==> config.mk <==
export PLATFORM = sky130hd
export DESIGN_NAME = muldiv_unit
export DESIGN_NICKNAME = d
export VERILOG_FILES = /design/src/rtl/muldiv_unit.sv
export SDC_FILE = /design/constraint.sdc
export NUM_CORES = 1
export LEC_CHECK = 0
export ABC_CLOCK_PERIOD_IN_PS = 5500
export BUFFER_PORTS_ARGS = -buffer_cell sky130_fd_sc_hd__clkbuf_2
export CORE_AREA = 2 2 164 166
export CTS_CLUSTER_SIZE = 8
export DETAILED_ROUTE_END_ITERATION = 8
export DIE_AREA = 0 0 166 168
export PLACE_DENSITY = 0.77
export SYNTH_ARGS = -nofsm -noshare
export SYNTH_HDL_FRONTEND = slang
export SYNTH_SLANG_ARGS = --single-unit
==> constraint.sdc <==
create_clock -name clk -period 5.5 [get_ports clk]
set_clock_uncertainty 0.15 [all_clocks]
set_input_delay 1.1 -clock clk [delete_from_list [all_inputs] [get_ports clk]]
set_output_delay 1.1 -clock clk [all_outputs]
set_load 0.02 [all_outputs]
==> src/rtl/muldiv_unit.sv <==
// Iterative RV32M multiply/divide unit: radix-2 shift-add multiply and restoring
// divide, one bit per cycle, with start/busy/done/flush handshake.
module muldiv_unit #(
  parameter int WIDTH = 32
) (
  input  logic             clk,
  input  logic             rst_n,
  input  logic             Start,
  input  logic             Flush,
  input  logic [2:0]       Op,
  input  logic [WIDTH-1:0] Src1,
  input  logic [WIDTH-1:0] Src2,
  output logic             Busy,
  output logic             Done,
  output logic [WIDTH-1:0] Result,
  output logic             Zero,
  output logic             Sign
);

  localparam int CW = $clog2(WIDTH + 1);
  localparam logic [WIDTH-1:0] MOST_NEG = {1'b1, {(WIDTH-1){1'b0}}};

  typedef enum logic [1:0] {IDLE, CALC, FINISH} state_e;

  state_e               state_q, state_d;
  logic [2:0]           op_q, op_d;
  logic                 neg_q, neg_d;
  logic [CW-1:0]        cnt_q, cnt_d;
  logic [2*WIDTH-1:0]   acc_q, acc_d;
  logic [WIDTH-1:0]     rem_q, rem_d;
  logic [WIDTH-1:0]     dvs_q, dvs_d;
  logic [WIDTH-1:0]     result_q, result_d;
  logic                 zero_q, zero_d;
  logic                 sign_q, sign_d;
  logic                 done_q, done_d;

  // Operand decode, only meaningful while IDLE samples Start
  logic             s1_signed, s2_signed, a_neg, b_neg, div0, ovf;
  logic [WIDTH-1:0] a_mag, b_mag;

  assign s1_signed = (Op == 3'b001) | (Op == 3'b010) | (Op == 3'b100) | (Op == 3'b110);
  assign s2_signed = (Op == 3'b001) | (Op == 3'b100) | (Op == 3'b110);
  assign a_neg     = s1_signed & Src1[WIDTH-1];
  assign b_neg     = s2_signed & Src2[WIDTH-1];
  assign a_mag     = a_neg ? -Src1 : Src1;
  assign b_mag     = b_neg ? -Src2 : Src2;
  assign div0      = Op[2] & (Src2 == '0);
  assign ovf       = Op[2] & ~Op[0] & (Src1 == MOST_NEG) & (&Src2);

  // Iteration datapath: acc low half holds multiplier / dividend-then-quotient
  logic [WIDTH:0]   mul_sum;
  logic [WIDTH:0]   shifted;
  logic             q_bit;
  logic [WIDTH-1:0] diff;

  assign mul_sum = {1'b0, acc_q[2*WIDTH-1:WIDTH]} + {1'b0, (acc_q[0] ? dvs_q : '0)};
  assign shifted = {rem_q, acc_q[WIDTH-1]};
  assign q_bit   = shifted >= {1'b0, dvs_q};
  assign diff    = shifted[WIDTH-1:0] - dvs_q;

  logic [2*WIDTH-1:0] prod;
  logic [WIDTH-1:0]   fin_val;

  always_comb begin
    prod = neg_q ? -acc_q : acc_q;
    case (op_q)
      3'b000:                 fin_val = prod[WIDTH-1:0];
      3'b001, 3'b010, 3'b011: fin_val = prod[2*WIDTH-1:WIDTH];
      3'b100, 3'b101:         fin_val = neg_q ? -acc_q[WIDTH-1:0] : acc_q[WIDTH-1:0];
      default:                fin_val = neg_q ? -rem_q : rem_q;
    endcase
  end

  always_comb begin
    state_d  = state_q;
    op_d     = op_q;
    neg_d    = neg_q;
    cnt_d    = cnt_q;
    acc_d    = acc_q;
    rem_d    = rem_q;
    dvs_d    = dvs_q;
    result_d = result_q;
    zero_d   = zero_q;
    sign_d   = sign_q;
    done_d   = 1'b0;
    if (Flush) begin
      state_d = IDLE;
    end else begin
      case (state_q)
        IDLE: if (Start) begin
          op_d    = Op;
          dvs_d   = b_mag;
          acc_d   = {{WIDTH{1'b0}}, a_mag};
          rem_d   = '0;
          // Remainder follows the dividend sign; product/quotient follow the sign xor
          neg_d   = (Op[2] & Op[1]) ? a_neg : (a_neg ^ b_neg);
          cnt_d   = CW'(WIDTH);
          state_d = CALC;
          if (div0) begin
            acc_d   = {{WIDTH{1'b0}}, {WIDTH{1'b1}}};
            rem_d   = Src1;
            neg_d   = 1'b0;
            state_d = FINISH;
          end else if (ovf) begin
            acc_d   = {{WIDTH{1'b0}}, Src1};
            rem_d   = '0;
            neg_d   = 1'b0;
            state_d = FINISH;
          end
        end
        CALC: begin
          if (op_q[2]) begin
            acc_d = {acc_q[2*WIDTH-1:WIDTH], acc_q[WIDTH-2:0], q_bit};
            rem_d = q_bit ? diff : shifted[WIDTH-1:0];
          end else begin
            acc_d = {mul_sum, acc_q[WIDTH-1:1]};
          end
          cnt_d = cnt_q - CW'(1);
          if (cnt_q == CW'(1)) state_d = FINISH;
        end
        FINISH: begin
          result_d = fin_val;
          zero_d   = (fin_val == '0);
          sign_d   = fin_val[WIDTH-1];
          done_d   = 1'b1;
          state_d  = IDLE;
        end
        default: state_d = IDLE;
      endcase
    end
  end

  always_ff @(posedge clk or negedge rst_n) begin
    if (!rst_n) begin
      state_q  <= IDLE;
      op_q     <= '0;
      neg_q    <= 1'b0;
      cnt_q    <= '0;
      acc_q    <= '0;
      rem_q    <= '0;
      dvs_q    <= '0;
      result_q <= '0;
      zero_q   <= 1'b1;
      sign_q   <= 1'b0;
      done_q   <= 1'b0;
    end else begin
      state_q  <= state_d;
      op_q     <= op_d;
      neg_q    <= neg_d;
      cnt_q    <= cnt_d;
      acc_q    <= acc_d;
      rem_q    <= rem_d;
      dvs_q    <= dvs_d;
      result_q <= result_d;
      zero_q   <= zero_d;
      sign_q   <= sign_d;
      done_q   <= done_d;
    end
  end

  assign Busy   = (state_q != IDLE);
  assign Done   = done_q;
  assign Result = result_q;
  assign Zero   = zero_q;
  assign Sign   = sign_q;

endmodule
# Yosys cells after proc, flatten, opt, wreduce, memory -nomap -nowiden
# Index checks and enable logic that the tools add are counted.
classes:
  add_sub_neg: 8
  n_mul: 0
  n_div: 0
  order_cmp: 1
  eq_ne: 18
  shifts: 0
  mux: 30
  n_bitwise: 15
  reduce_logical: 15
ops:
  columns: ["op", "count"]
  rows:
  - ["two-way mux 32 bit", 11]
  - ["two-way mux 64 bit", 3]
  - ["negator 32 bit", 4]
  - ["one-hot mux 64 bit (2 select lines)", 1]
  - ["one-hot mux 32 bit (3 select lines)", 1]
  - ["zero test 32 bit", 2]
  - ["negator 64 bit", 1]
  - ["one-hot mux 32 bit (2 select lines)", 1]
  - ["adder 32 x 32 -> 33 bit", 1]
  - ["greater-or-equal comparator 33 x 32 -> 1 bit", 1]
  - ["equality test 32 bit, second input constant", 1]
  - ["AND reduction 32 bit", 1]
  - ["subtractor 32 bit", 1]
  - ["equality test 3 bit, second input constant", 4]
  - ["one-hot mux 6 bit (2 select lines)", 1]
  - ["two-way mux 2 bit", 5]
  - ["equality test 3 x 2 -> 1 bit, second input constant", 3]
  - ["AND reduction 4 bit", 2]
  - ["AND 1 bit", 7]
  - ["equality test 3 x 1 -> 1 bit, second input constant", 2]
  - ["equality test 6 x 1 -> 1 bit, second input constant", 1]
  - ["two-way mux 6 bit", 1]
  - ["inequality test 2 bit, second input constant", 3]
  - ["inequality test 3 bit, second input constant", 2]
  - ["15 further kinds", 27]
word_totals:
  regBits: 175
  latch_bits: 0
  mem_bits_rw: 0
  rom_bits: 0
  output_inout_bits: 36
  word_cells: 99
  mem_count: 0

# Longest topological paths before layout
# Gate-level depths: netlist of run 1.
depth:
  depth_word: 10
  mapped_depth: 15

# Worst setup path after synthesis of run 1
# Ideal clock, no wire load.
synth_path:
  path_kind: "register to register"
  from: "reg acc_q[0]"
  to: "reg zero_q, in the netlist Zero"
  arrival_ps: 3867
  required_time_ps: 5289
  path_slack_ps: 1422
  path_stages_with_launch: 15
  path_buffers: 3
  period_less_slack_ps: 4078
  path_cell_list: "dfrtp_1 inv_1 clkbuf_1 ha_1 or4b_1 or4_1 clkbuf_1 or4_4 buf_6 o41ai_4 xnor2_1 a221oi_2 nand4_1 nor4_1 a32o_2"
synth_between:
  elab_chain_cells: 4
  elab_cells_between_ends: 6
synth_lines:
  columns: ["element", "line", "rtl"]
  rows:
  - ["start, declared", "29", "logic [2*WIDTH-1:0] acc_q, acc_d;"]
  - ["start signal, assigned", "139", "acc_q <= '0;"]
  - ["start signal, assigned", "151", "acc_q <= acc_d;"]
  - ["negator 64 bit / negator 32 bit (equally long branches)", "65, 69", null]
  - ["two-way mux 64 bit / two-way mux 32 bit (equally long branches)", "65, 69", null]
  - ["one-hot mux 32 bit (3 select lines) (*)", "66", "case (op_q)"]
  - ["zero test 32 bit (*)", "123", "zero_d = (fin_val == '0);"]
  - ["end signal, assigned", "155", "zero_q <= zero_d;"]
  - ["end, declared", "33", "logic zero_q, zero_d;"]
# Every way passes the cells marked *; elsewhere a longest branch is shown, timed or not.
# A chain may end at the register's enable or synchronous reset.

# Worst setup path in the final report of run 1
layout_path:
  from: "reg acc_q[31]"
  to: "reg rem_q[24]"
layout_between:
  elab_chain_cells: 4
  elab_cells_between_ends: 5
layout_lines:
  columns: ["element", "line", "rtl"]
  rows:
  - ["subtractor 32 bit / greater-or-equal comparator 33 x 32 -> 1 bit (equally long branches)", "59, 58", null]
  - ["two-way mux 32 bit (*)", "114", "rem_d = q_bit ? diff : shifted[WIDTH-1:0];"]
  - ["two-way mux 32 bit (*)", "112", "if (op_q[2]) begin"]
  - ["one-hot mux 32 bit (2 select lines) (*)", "89", "case (state_q)"]
  - ["end signal, assigned", "152", "rem_q <= rem_d;"]
  - ["end, declared", "30", "logic [WIDTH-1:0] rem_q, rem_d;"]
# Every way passes the cells marked *; elsewhere a longest branch is shown, timed or not. The select of a mux whose other input is x is not followed.

==> flow_metrics.env, run 1 <==
export IMPL_multi_input_comb_area_um2=10380
export IMPL_ys_seq_elements=174
export IMPL_crit_buf_inv=2
export IMPL_cts_resized=0
export IMPL_vias=16050
export IMPL_io_pins=107
export IMPL_antenna_found_initial=1
export IMPL_hpwl_um=42370
export IMPL_synthesis_area_um2=15400
export IMPL_synth_edf_count=0
export IMPL_required_ns=5.65
export IMPL_synth_fp_nets=2115
export IMPL_cp_slowest_stage_delay_ns=0.88
export IMPL_async_flop_share_pct=100.0
export IMPL_synth_ff_type="dfrtp_1"
export IMPL_wl_um=56090
export IMPL_hold_violations=0
export IMPL_syn2layout_area_growth_pct=9.003
export IMPL_tightest_slew_ns=1.056
export IMPL_die_area_um2=27890
export IMPL_finalCritPeriodShare_pct=82.24
export IMPL_dr_first_iter_drc_count=1920
export IMPL_rows=60
export IMPL_synthCells=1971
export IMPL_crit_chain="inv_1 -> ha_1 -> o21ai_0 -> a221o_1 -> a2111oi_0 -> nor4_1 -> nor2_1 -> o31ai_4 -> buf_4 -> mux2_2 -> a22oi_1 -> a21oi_1"
export IMPL_setup_tns_ns=0
export IMPL_cts_buffers_inserted=17
export IMPL_status="complete, no violations"
export IMPL_drv_cap=0
export IMPL_hold_depth=2
export IMPL_finalPower_w=0.007866
export IMPL_cp_start_kind="flop"
export IMPL_finalCriticalPeriod_ns=4.523
export IMPL_grt_met3_usage_pct=8.674
export IMPL_grtUsageMet1_pct=52.78
export IMPL_yosys_area_top_type="dfrtp_1"
export IMPL_grt_first_pass_wirelength_um=86040
export IMPL_clkSinkCount=174
export IMPL_die_x_um=166
export IMPL_crit_path_top_delay_cell="o31ai_4"
export IMPL_power_density_nw_per_um2=468.6
export IMPL_cts_setup_buffers=0
export IMPL_power_leakage_nw=7.230
export IMPL_ant_nets=0
export IMPL_htreeDepth=4
export IMPL_hold_buffers=0
export IMPL_irDropWorstVdd_uv=290.9
export IMPL_cp_data_arrival_time_ns=4.67
export IMPL_cts_buffer_depth=2
export IMPL_hp_class="flop to flop"
export IMPL_worstSetupPathDepth=12
export IMPL_gr_usage_met2_pct=59.75
export IMPL_post_route_util_pct=63.70
export IMPL_drc=0
export IMPL_cp_top_family="compound AO/OA/AOI/OAI gates"
export IMPL_max_freq_mhz=221.1
export IMPL_grt_max_degree=136
export IMPL_busiest_layer="met2"
export IMPL_grt_pass1_vias=14700
export IMPL_vias_per_cell=6.784
export IMPL_core_area_um2=26350
export IMPL_synth_top_cell_area_share_pct=28.11
export IMPL_die_h_um=168
export IMPL_reg2reg_depth=12
export IMPL_cts_tree="built"
export IMPL_final_nets=2153
export IMPL_regArea_um2=4358
export IMPL_root_buffer="clkbuf_16"
export IMPL_crit_path_end_kind="flop"
export IMPL_clock_latency_ns=0.45
export IMPL_ys_warn_count=0
export IMPL_synth_distinct_cells=83
export IMPL_critPathKind="flop to flop"
export IMPL_setup_viol=0
export IMPL_clk_pin_slew_worst_paths_ns=0.08
export IMPL_synth_common_cells="nand2_1 (215), a21oi_1 (197), nor2_1 (185)"
export IMPL_start_util_pct=58.44
export IMPL_gp_congestion=1.022
export IMPL_yosys_top_cells_area="dfrtp_1 (28%), a21oi_1 (6.4%), ha_1 (5.8%), o21ai_0 (5.3%), nand2_1 (5.2%)"
export IMPL_drive_above_1_share_pct=11.18
export IMPL_rsz0062_at_grt="false"
export IMPL_fill_cells=2361
export IMPL_seq_area_frac_synth_pct=28.28
export IMPL_slew_headroom_pct=29.36
export IMPL_avgSynthCellArea_um2=7.813
export IMPL_grtUsageTotal_pct=39.42
export IMPL_slew_violations=0
export IMPL_critPathMaxFanout=23
export IMPL_port_buffers=106
export IMPL_dr_pass1_iters=7
export IMPL_grt_overflow=0
export IMPL_wl_per_cell_um=23.71
export IMPL_yosysMostFrequentCell="nand2_1"
## tightest hold or removal path, stage by stage, from the launching register on
cell and delay (ns):
dfrtp_1 0.34, nand2_1 0.04, o21ai_0 0.06
## placed cells by master, fill, tap and decap left out, types with 16 or more instances in the layout
| cell | netlist | routed |
|---|---|---|
| nand2_1 | 215 | 214 |
| a21oi_1 | 197 | 197 |
| nor2_1 | 185 | 182 |
| dfrtp_1 | 173 | 171 |
| o21ai_0 | 162 | 161 |
| clkbuf_2 | 0 | 105 |
| xnor2_1 | 88 | 88 |
| xor2_1 | 83 | 83 |
| ha_1 | 71 | 71 |
| inv_1 | 65 | 65 |
| mux2i_1 | 58 | 58 |
| nor3_1 | 51 | 50 |
| a21o_1 | 33 | 33 |
| a31oi_1 | 33 | 33 |
| buf_4 | 1 | 29 |
| nand4_1 | 28 | 28 |
| o31ai_1 | 28 | 28 |
| or4_1 | 25 | 25 |
| or3_1 | 24 | 24 |
| a22oi_1 | 24 | 24 |
| nor4_1 | 23 | 23 |
| nand3_1 | 20 | 20 |
| o41ai_1 | 20 | 20 |
| o22ai_1 | 19 | 19 |
| mux2_2 | 18 | 18 |
| nand2b_1 | 17 | 17 |
| clkbuf_16 | 0 | 17 |
| and3_1 | 16 | 16 |
## kinds of logic after synthesis
group / count (synthesis) / synth area share, %
AND/OR/NAND/NOR: 664 / 20.62
adder cells (fa/ha/maj): 73 / 6.029
multiplexers: 76 / 5.087
buffers and inverters: 183 / 4.607
XOR/XNOR: 171 / 9.726
flip-flops: 174 / 28.28
AO/OA/AOI/OAI: 630 / 25.64
## layer usage
layer | share of wire (%) | vias to the layer above
li1 | - | 7285
met1 | 40 | 7554
met2 | 43 | 1006
met3 | 11 | 207
met4 | 6.2 | 0
met5 | 0 | -
## where the power goes
| part | switching (W) | internal, W |
|---|---|---|
| Combinational | 0.00273 | 0.00167 |
| Clock | 0.000608 | 0.000675 |
| Sequential | 0.000561 | 0.00162 |
## per-stage QoR
stage / std cells / hold slack, ns / cell area, µm² / setup WS, ns
6_report: 2366 / 0.3273 / 16780 / 0.9765
5_1_grt: 2363 / 0.3547 / 16780 / 0.6398
4_1_cts: 2363 / 0.3355 / 16780 / 1.045
3_5_place_dp: 2331 / 0.3196 / 16190 / 1.101
3_3_place_gp: 2331 / 0.3125 / 16190 / 1.189
2_1_floorplan: 1971 / 0.2998 / 15400 / 1.422
## worst paths after layout
kind / slack [ns] / endpoint / from
setup / recovery: 0.98 / rem_q[24] / acc_q[31]
hold / removal: 0.33 / Result[4] / Result[4]
setup reg to reg: 0.98 / rem_q[24] / acc_q[31]
hold reg to reg: 0.33 / Result[4] / Result[4]
max in group asynchronous: 3.65 / op_q[2] / rst_n
min in group asynchronous: 0.41 / acc_q[52] / rst_n
## sequential cells by signal, indices dropped and copies added (netlist names)
signal   count
Result      32
state_q      2
Done         1
op_q         3
dvs_q       32
Zero         1
acc_q       64
neg_q        1
cnt_q        6
rem_q       32
## layout make-up
type                       count  share of cell area, %
multi-input combinational   1614                  61.83
timing repair buffer         136                  4.614
clock inverter                12                 0.7454
tap                          341                  2.542
inverter                      66                  1.476
sequential                   174                  25.96
antenna                        3                0.04473
clock buffer                  20                  2.780
Power figures use the tool's default switching activity.
==> run 2, diff against run 1 <==
--- a/config.mk
+++ b/config.mk
@@ -5,12 +5,12 @@
 export SDC_FILE = /design/constraint.sdc
 export NUM_CORES = 1
 export LEC_CHECK = 0
-export ABC_CLOCK_PERIOD_IN_PS = 5500
+export ABC_CLOCK_PERIOD_IN_PS = 3870
 export BUFFER_PORTS_ARGS = -buffer_cell sky130_fd_sc_hd__clkbuf_2
-export CORE_AREA = 2 2 164 166
+export CORE_AREA = 2 2 168 170
 export CTS_CLUSTER_SIZE = 8
 export DETAILED_ROUTE_END_ITERATION = 8
-export DIE_AREA = 0 0 166 168
+export DIE_AREA = 0 0 170 172
 export PLACE_DENSITY = 0.77
 export SYNTH_ARGS = -nofsm -noshare
 export SYNTH_HDL_FRONTEND = slang
==> constraint.sdc (replaced) <==
create_clock -name clk -period 3.87 [get_ports clk]
set_clock_uncertainty 0.15 [all_clocks]
set_input_delay 0.774 -clock clk [delete_from_list [all_inputs] [get_ports clk]]
set_output_delay 0.774 -clock clk [all_outputs]
set_load 0.02 [all_outputs]
==> run 2 against run 1 <==
The run now ends with negative setup slack left; sequential share of layout area fell by 1.9 points; clock power rose by 52%; maximum frequency rose by 16%; register-to-register slack got worse by 0.99 ns; wire length rose by 3.4%; design area rose by 7.8%; total power rose by 53%; non-clock buffer count rose by 143; core utilization rose by 2.1 points; via count rose by 2.5%; largest power group unchanged.
==> flow_metrics.env, run 2 (same netlist as run 1, synthesis figures left out) <==
export IMPL_status="finished, violations left"
export IMPL_failed_checks="negative setup slack"
export IMPL_port_buffers=106
export IMPL_finalCriticalPeriod_ns=3.887
export IMPL_drive_above_1_share_pct=17.87
export IMPL_drv_cap=0
export IMPL_htreeDepth=4
export IMPL_grt_max_degree=77
export IMPL_power_leakage_nw=7.989
export IMPL_setup_viol=1
export IMPL_grt_met3_usage_pct=8.492
export IMPL_wl_per_cell_um=23.08
export IMPL_most_common_layout_cells="nand2_1 (214), a21oi_1 (196), nor2_1 (182)"
export IMPL_r2r_start="acc_q[0]"
export IMPL_syn2layout_area_growth_pct=17.47
export IMPL_required_ns=4.11
export IMPL_start_util_pct=56.04
export IMPL_io_pins=107
export IMPL_clock_latency_ns=0.46
export IMPL_die_area_um2=29240
export IMPL_root_buffer="clkbuf_16"
export IMPL_hpwl_um=45100
export IMPL_clk_pin_slew_worst_paths_ns=0.08
export IMPL_hold_ws_ns=0.1436
export IMPL_critPathMaxFanout=5
export IMPL_hp_class="input pin to asynchronous set/reset pin"
export IMPL_vias=16460
export IMPL_seqPwrFrac_pct=23.7
export IMPL_final_common_cell="nand2_1"
export IMPL_setup_tns_ns=-0.01701
export IMPL_cts_buffers_inserted=17
export IMPL_die_x_um=170
export IMPL_grt_pass1_vias=14970
export IMPL_crit_path_end_kind="flop"
export IMPL_switchingPower_w=0.005678
export IMPL_rr_endpoint="Zero"
export IMPL_finalPower_w=0.01203
export IMPL_max_freq_mhz=257.3
export IMPL_irDropWorstVdd_uv=508.7
export IMPL_tightest_slew_ns=0.8056
export IMPL_slew_headroom_pct=46.23
export IMPL_core_area_um2=27480
export IMPL_hold_violations=0
export IMPL_power_density_nw_per_um2=665.3
export IMPL_dpl_cell_count=2478
export IMPL_wl_um=57990
export IMPL_gp_congestion=1.051
export IMPL_cts_buffer_depth=2
export IMPL_post_route_util_pct=65.83
export IMPL_slew_violations=0
export IMPL_grt_overflow=0
export IMPL_pwr_share_comb_pct=60.2
export IMPL_vias_per_cell=6.548
export IMPL_drc=0
export IMPL_reg2reg_depth=11
export IMPL_setup_ws_ns=-0.01701
export IMPL_busiest_layer="met2"
export IMPL_fin_cells=2513
export IMPL_critPathKind="flop to flop"
export IMPL_grtUsageTotal_pct=40.01
export IMPL_cp_data_arrival_time_ns=4.13
export IMPL_gr_usage_met2_pct=59.72
export IMPL_final_nets=2297
export IMPL_rows=61
export IMPL_largest_reg_flops=64
export IMPL_intPower_w=0.006356
export IMPL_cp_start_kind="flop"
export IMPL_clkSinkCount=174
export IMPL_swShare_pct=47.18
export IMPL_antenna_found_initial=1
export IMPL_largest_register="acc_q"
export IMPL_ant_nets=0
export IMPL_r2r_setup_slack_ns=-0.02
export IMPL_grt_first_pass_wirelength_um=88440
export IMPL_dr_first_iter_drc_count=1866
export IMPL_finalCritPeriodShare_pct=100.4
export IMPL_clkPwrFrac_pct=16.1
export IMPL_rsz0062_at_grt="true"
export IMPL_grtUsageMet1_pct=52.78
export IMPL_dr_pass1_iters=9
export IMPL_cts_tree="built"
export IMPL_die_h_um=172
## run 2: cell types whose count changed in the layout (fill, tap and decap cells not counted), sizes merged
cell | previous run | this run
buf | 31 | 174
bufinv | 1 | 4
clkbuf | 125 | 123
clkinv | 4 | 8
clkinvlp | 2 | 0
diode | 3 | 1
inv | 71 | 68
or4 | 27 | 28
## run 2: worst max path at each step
stage | cells past startpoint | to | from | slack (ns)
final | 11 | Zero | acc_q[0] | -0.02
after global placement | 11 | Zero | acc_q[7] | -0.14
after CTS | 11 | Zero | acc_q[0] | -0.005
after floorplan | 14 | Zero | acc_q[0] | 0.01
after detailed placement | 11 | Zero | acc_q[7] | -0.12
after global routing | 11 | Zero | acc_q[0] | -0.07
## run 2: cell type report
type	instances	area (µm²)
clock buffer	18	439.2
antenna	1	2.502
timing repair buffer	279	1914
inverter	66	247.7
multi-input combinational	1615	10490
fill	2422	9388
sequential	174	4358
clock inverter	14	206.4
tap	346	432.9
## run 2: per-layer routing
metal	vias to the layer above	wire, µm
met5	-	61
li1	7582	-
met2	918	24610
met4	2	4133
met1	7778	23660
met3	175	5531
## run 2: worst max-delay path: stages, from the launching register on
cell      delay [ns]
dfrtp_1         0.39
inv_2           0.08
ha_2            0.19
or4b_4          0.47
or4_4           0.48
or4_4           0.52
or4_4           0.48
o21ai_2         0.15
xnor2_1         0.08
a222oi_1        0.41
and4_1          0.25
a32o_2          0.17
## run 2: through the flow
stage | setup slack (ns) | area [µm²]
after floorplan | 0.01436 | 15410
after global placement | -0.1433 | 17320
after detailed placement | -0.1223 | 17320
after CTS | -0.004697 | 18020
after global routing | -0.07207 | 18090
final | -0.01701 | 18090
## run 2: power groups by stage
| stage | registers (W) | clock network (W) | logic, W |
|---|---|---|---|
| after floorplan | 0.00293 | 0 | 0.00427 |
| after global placement | 0.00284 | 0 | 0.00689 |
| after detailed placement | 0.00286 | 0 | 0.00697 |
| after CTS | 0.00283 | 0.00194 | 0.00703 |
| after global routing | 0.00290 | 0.00203 | 0.00781 |
| final | 0.00285 | 0.00194 | 0.00724 |
## run 2: timing repair
action                     in CTS  in global routing
buffers inserted                1                  0
resized for setup               7                 17
hold endpoints to repair        0                  0
cloned                          1                  0
pin swaps                       2                  5
hold buffers                    0                  0
setup endpoints to repair       1                 24
